`src/rtl/result_store_writer.sv`:
```
// Double-buffered drain of MAC result vectors into a narrow, back-pressured memory write port.
// Optional build macro STORE_RELU_EN zeroes negative words on the write-data path.
module result_store_writer #(
    parameter int MAC_NUM  = 112,
    parameter int WR_LANES = 8,
    parameter int ADDR_W   = 12,
    parameter int VCNT_W   = 10
) (
    input  logic                    clk,
    input  logic                    rst,
    input  logic                    start,
    input  logic [ADDR_W-1:0]       base_addr,
    input  logic [VCNT_W-1:0]       num_vec,
    input  logic                    store_vld,
    input  logic [MAC_NUM*16-1:0]   store_data_16,
    output logic                    store_rdy,
    output logic                    mem_we,
    output logic [ADDR_W-1:0]       mem_addr,
    output logic [WR_LANES*16-1:0]  mem_wdata,
    input  logic                    mem_rdy,
    output logic                    busy,
    output logic                    done
);

    localparam int BEATS  = (MAC_NUM + WR_LANES - 1) / WR_LANES;
    localparam int BEAT_W = (BEATS > 1) ? $clog2(BEATS) : 1;
    localparam logic [BEAT_W-1:0] LAST_BEAT = BEAT_W'(BEATS - 1);
    localparam int VEC_W  = MAC_NUM * 16;

    typedef enum logic [1:0] {S_IDLE, S_RUN, S_DONE} state_t;

    state_t              state_reg;
    logic [ADDR_W-1:0]   addr_reg;
    logic [VCNT_W-1:0]   drain_cnt_reg;
    logic [VCNT_W-1:0]   accept_cnt_reg;
    logic [1:0]          full_reg;
    logic                wp_reg;
    logic                rp_reg;
    logic [BEAT_W-1:0]   beat_reg;
    logic [VEC_W-1:0]    vbuf [2];

    logic                run;
    logic                accept;
    logic                beat_fire;
    logic                last_beat;
    logic [VEC_W-1:0]    sel_vec;
    logic [15:0]         col_words [WR_LANES][BEATS];

    assign run       = (state_reg == S_RUN);
    // Readiness also stops once every vector of the phase has been taken in.
    assign store_rdy = run && (accept_cnt_reg != '0) && !(&full_reg);
    assign accept    = store_vld && store_rdy;
    assign mem_we    = run && full_reg[rp_reg];
    assign beat_fire = mem_we && mem_rdy;
    assign last_beat = beat_fire && (beat_reg == LAST_BEAT);
    assign mem_addr  = addr_reg;
    assign busy      = run;
    assign done      = (state_reg == S_DONE);
    assign sel_vec   = vbuf[rp_reg];

    // Lanes past MAC_NUM in the final beat are tied to zero.
    genvar gi, gk;
    generate
        for (gk = 0; gk < WR_LANES; gk++) begin : g_lane
            for (gi = 0; gi < BEATS; gi++) begin : g_beat
                if (gi * WR_LANES + gk < MAC_NUM) begin : g_real
                    assign col_words[gk][gi] = sel_vec[(gi*WR_LANES+gk)*16 +: 16];
                end else begin : g_pad
                    assign col_words[gk][gi] = 16'h0000;
                end
            end

            logic [15:0] raw;
            assign raw = col_words[gk][beat_reg];
`ifdef STORE_RELU_EN
            assign mem_wdata[gk*16 +: 16] = (mem_we && !raw[15]) ? raw : 16'h0000;
`else
            assign mem_wdata[gk*16 +: 16] = mem_we ? raw : 16'h0000;
`endif
        end
    endgenerate

    always_ff @(posedge clk or posedge rst) begin
        if (rst) begin
            state_reg      <= S_IDLE;
            addr_reg       <= '0;
            drain_cnt_reg  <= '0;
            accept_cnt_reg <= '0;
            full_reg       <= '0;
            wp_reg         <= 1'b0;
            rp_reg         <= 1'b0;
            beat_reg       <= '0;
        end else begin
            case (state_reg)
                S_IDLE: begin
                    if (start) begin
                        addr_reg       <= base_addr;
                        drain_cnt_reg  <= num_vec;
                        accept_cnt_reg <= num_vec;
                        full_reg       <= '0;
                        wp_reg         <= 1'b0;
                        rp_reg         <= 1'b0;
                        beat_reg       <= '0;
                        state_reg      <= (num_vec == '0) ? S_DONE : S_RUN;
                    end
                end
                S_RUN: begin
                    // Accept and free always target different entries, so both may happen at once.
                    if (accept) begin
                        full_reg[wp_reg] <= 1'b1;
                        wp_reg           <= ~wp_reg;
                        accept_cnt_reg   <= accept_cnt_reg - 1'b1;
                    end
                    if (beat_fire) begin
                        addr_reg <= addr_reg + 1'b1;
                        if (last_beat) begin
                            beat_reg         <= '0;
                            full_reg[rp_reg] <= 1'b0;
                            rp_reg           <= ~rp_reg;
                            drain_cnt_reg    <= drain_cnt_reg - 1'b1;
                            if (drain_cnt_reg == VCNT_W'(1)) begin
                                state_reg <= S_DONE;
                            end
                        end else begin
                            beat_reg <= beat_reg + 1'b1;
                        end
                    end
                end
                S_DONE: begin
                    state_reg <= S_IDLE;
                end
                default: begin
                    state_reg <= S_IDLE;
                end
            endcase
        end
    end

    // Vector storage carries no reset; the full flags alone decide what is valid.
    always_ff @(posedge clk) begin
        if (accept) begin
            vbuf[wp_reg] <= store_data_16;
        end
    end

endmodule

```
`config.mk`:
```
export PLATFORM = sky130hd
export DESIGN_NAME = result_store_writer
export DESIGN_NICKNAME = d
export VERILOG_FILES = /design/src/rtl/result_store_writer.sv
export SDC_FILE = /design/constraint.sdc
export NUM_CORES = 2
export LEC_CHECK = 0
export ABC_AREA = 0
export CAP_MARGIN = 20
export CORE_AREA = 2 2 771 773
export CTS_CLUSTER_DIAMETER = 80
export DETAILED_ROUTE_END_ITERATION = 8
export DIE_AREA = 0 0 773 775
export GPL_ROUTABILITY_DRIVEN = 1
export SYNTH_ARGS = -nofsm -noshare
export SYNTH_HDL_FRONTEND = slang
export SYNTH_SLANG_ARGS = --single-unit
```
`constraint.sdc`:
```
create_clock -name clk -period 53.9 [get_ports clk]
set_input_delay 10.78 -clock clk [delete_from_list [all_inputs] [get_ports clk]]
set_output_delay 10.78 -clock clk [all_outputs]
set_load 0.02 [all_outputs]
```
==> flow_metrics.env <==
export IMPL_synth_distinct_cells=55
export IMPL_crit_required_ns=43.12
export IMPL_htreeDepth=5
export IMPL_worst_pin_slew_ns=1.12
export IMPL_placedCellCount=16531
export IMPL_total_power_w=0.00846
export IMPL_yosys_most_used_dff="edfxtp_1"
export IMPL_clock_latency_ns=0.98
export IMPL_syn_inst=6973
export IMPL_firstDrtPassIters=5
export IMPL_drive_above_1_share_pct=12.4
export IMPL_fin_area_um2=182000
export IMPL_gp_congestion=0.864
export IMPL_cp_startpoint="rp_reg"
export IMPL_largest_reg_flops=3584
export IMPL_setup_tns_ns=0
export IMPL_via_per_inst=4.63
export IMPL_synthArstFlopShare_pct=1.16
export IMPL_die_area_um2=599000
export IMPL_p_per_area_nw_per_um2=46.4
export IMPL_grt_max_degree=166
export IMPL_cts_tree="yes"
export IMPL_syn_nets=8799
export IMPL_rr_endpoint="vbuf[0][1331]"
export IMPL_hold_start="drain_cnt_reg[8]"
export IMPL_yosysSeqAreaShare_pct=78.2
export IMPL_hold_viol=0
export IMPL_maxCapViolations=0
export IMPL_fin_skew_ns=0.0830
export IMPL_crit_slowest_cell="dfrtp_4"
export IMPL_grt_use_total_pct=17.8
export IMPL_synth_edf_count=3584
export IMPL_io_buffers=1962
export IMPL_status="finished clean"
export IMPL_grt_pass1_wl_um=728000
export IMPL_nets=10925
export IMPL_maxSlewHeadroom_pct=25.6
export IMPL_synth_seq_cells=3626
export IMPL_drtIter0Drc=7906
export IMPL_setup_viol=0
export IMPL_p_leak_nw=55.7
export IMPL_path_max_fanout=45
export IMPL_critPathKind="register to output pin"
export IMPL_slew_violations=0
export IMPL_multiInputGateArea_um2=28400
export IMPL_path_cells="buf_4 > buf_4 > buf_4 > buf_4 > buf_4 > mux2i_1 > a22oi_1 > a21oi_1 > nor3_1 > clkdlybuf4s50_1"
export IMPL_stdcell_count=17481
export IMPL_post_cts_resized=0
export IMPL_hold_path_class="register to register"
export IMPL_synth_area_um2=139000
export IMPL_start_kind="register"
export IMPL_largest_register="vbuf"
export IMPL_syn_area_per_cell_um2=19.9
export IMPL_reg2reg_from="state_reg[1]"
export IMPL_path_clk_slew_ns=0.06
export IMPL_start_util_pct=23.5
export IMPL_num_io_pins=1963
export IMPL_ant_nets=0
export IMPL_drcViolationCount=0
export IMPL_routed_wl_um=561000
export IMPL_crit_path_frequent_cell="buf_4"
export IMPL_ff2ff_setup_slack_ns=46.68
export IMPL_nFillCells=57427
export IMPL_postCtsSetupBuffers=0
export IMPL_critPathCapture="mem_wdata[54]"
export IMPL_fin_crit_sh_pct=33.7
export IMPL_crit_path_max_incr_delay_ns=0.83
export IMPL_die_w_um=773
export IMPL_critPathCaptureType="output pin"
export IMPL_via_count=80860
export IMPL_cts_sinks=3626
export IMPL_yosys_warnings=0
export IMPL_dpl_cell_area_um2=168000
export IMPL_arrival_ns=7.40
export IMPL_grt_pass1_vias=79597
export IMPL_min_period_ns=18.18
export IMPL_numCtsBuffers=402
export IMPL_seqCellArea_um2=109000
export IMPL_row_count=283
export IMPL_fmax_mhz=55.0
export IMPL_cts_max_path_buffers=4
export IMPL_hpwl_um=415000
export IMPL_antenna_found_initial=437
export IMPL_die_h_um=775
export IMPL_syn_to_final_growth_pct=31.1
export IMPL_rsz0062_at_grt="no"
export IMPL_ir_worst_vdd_mv=0.0461
export IMPL_cts_root_buf="clkbuf_16"
export IMPL_hold_buffers=0
export IMPL_core_area_um2=592000
export IMPL_gr_total_overflow=0
export IMPL_wl_per_cell_um=32.1
export IMPL_ff2ff_path_depth=12
## per-stage QoR
step	hold slack [ns]	utilization, %	worst slack, ns
after CTS	0.501	30.7	35.44
after global placement	0.484	28.4	36.63
after detailed placement	0.487	28.4	36.57
final	0.495	30.8	35.72
after global routing	0.561	30.7	35.28
after floorplan	0.462	-	0.333
## cells in the mapped netlist (all sizes together) (2+ instances only)
| library cell | number | area share, % |
|---|---|---|
| o22a | 2 | 0.013 |
| o21ai | 126 | 0.45 |
| and3 | 3 | 0.014 |
| o22ai | 140 | 0.63 |
| clkbuf | 225 | 0.61 |
| mux4 | 354 | 5.7 |
| nor3b | 4 | 0.025 |
| nand2 | 139 | 0.38 |
| a22o | 7 | 0.044 |
| dfrtp | 42 | 0.76 |
| or4b | 3 | 0.022 |
| o221ai | 128 | 0.81 |
| a22oi | 319 | 1.7 |
| a221oi | 49 | 0.31 |
| a2bb2oi | 2 | 0.013 |
| buf | 212 | 0.83 |
| a211oi | 51 | 0.28 |
| or2 | 2 | 0.0090 |
| a31oi | 7 | 0.032 |
| or4 | 4 | 0.022 |
| a32oi | 81 | 0.51 |
| ha | 7 | 0.063 |
| nor2b | 3 | 0.014 |
| mux2i | 1085 | 7.8 |
| o41ai | 3 | 0.019 |
| edfxtp | 3584 | 77 |
| nor2 | 31 | 0.084 |
| nor3 | 92 | 0.33 |
| inv | 12 | 0.032 |
| or3 | 9 | 0.044 |
| nand3 | 15 | 0.054 |
| a21oi | 209 | 0.75 |
| nand2b | 5 | 0.023 |
| nor4 | 3 | 0.014 |
| nand4 | 3 | 0.014 |
## kinds of logic after synthesis
logic type      synth area share (%)
flops                           78.2
mux                             13.6
compound gates                  5.62
buf+inv                         1.47
simple gates                    1.07
fa+ha+maj                     0.0630
xor+xnor                     0.00630
## per-layer routing
layer | wire (µm) | GRT usage [%] | vias to the layer above
met4 | 23700 | 6.98 | 282
met5 | 1870 | 0 | -
met1 | 204000 | 20.5 | 41637
met2 | 279000 | 30.9 | 3970
met3 | 52100 | 5.69 | 1265
li1 | - | - | 33706
## cell usage in the layout (no fill, tap or decap), types with 6 or more instances in the layout
cell type and instances:
o22ai_1 139, diode_2 215, nand3_1 11, a31oi_1 7, bufinv_16 39, clkinv_4 12
edfxtp_1 3584, a211oi_1 47, clkbuf_1 69, clkinv_1 88, clkinvlp_4 17, a22oi_1 319
o221ai_1 128, a22o_1 7, a221oi_1 49, inv_6 8, o21ai_0 117, inv_1 10
ha_1 7, nor3_1 91, a21oi_1 208, inv_8 6, nand2_1 139, a32oi_1 80
clkinv_16 19, nor2_4 9, clkinv_2 60, nor2_1 22, buf_4 180, o21ai_1 7
buf_12 13, mux2i_1 1085, clkdlybuf4s50_1 1962, dfrtp_1 37, mux4_2 354, clkbuf_16 404
## power by group
group / internal, W / total [W] / switching (W) / leakage (nW)
clock network: 0.00158 / 0.00276 / 0.00118 / 6.42
registers: 0.00366 / 0.00377 / 0.000111 / 33.2
logic: 0.000656 / 0.00192 / 0.00127 / 16.0
## final cells by class
type | count | area share [%]
clock inverter | 256 | 1.57
multi-input combinational | 2898 | 15.6
tap | 7837 | 5.38
antenna | 215 | 0.295
sequential | 3626 | 59.7
timing repair buffer | 2159 | 11.7
clock buffer | 478 | 5.73
inverter | 12 | 0.0275
## critical path, delay by kind of cell, from the launching register on
family / cells / cell delay, ns
buf+inv: 6 / 4.17
flops: 1 / 0.83
mux: 1 / 0.20
compound gates: 2 / 0.35
simple gates: 1 / 0.61
## how the worst min path moves through the flow
stage | endpoint | slack, ns | cells past startpoint
floorplan | drain_cnt_reg[8] | 0.46 | 2
global placement | drain_cnt_reg[8] | 0.48 | 2
detailed placement | drain_cnt_reg[8] | 0.49 | 2
CTS | drain_cnt_reg[8] | 0.50 | 2
global route | drain_cnt_reg[8] | 0.56 | 2
finish | drain_cnt_reg[8] | 0.50 | 2
(Power assumes the default switching activity.)
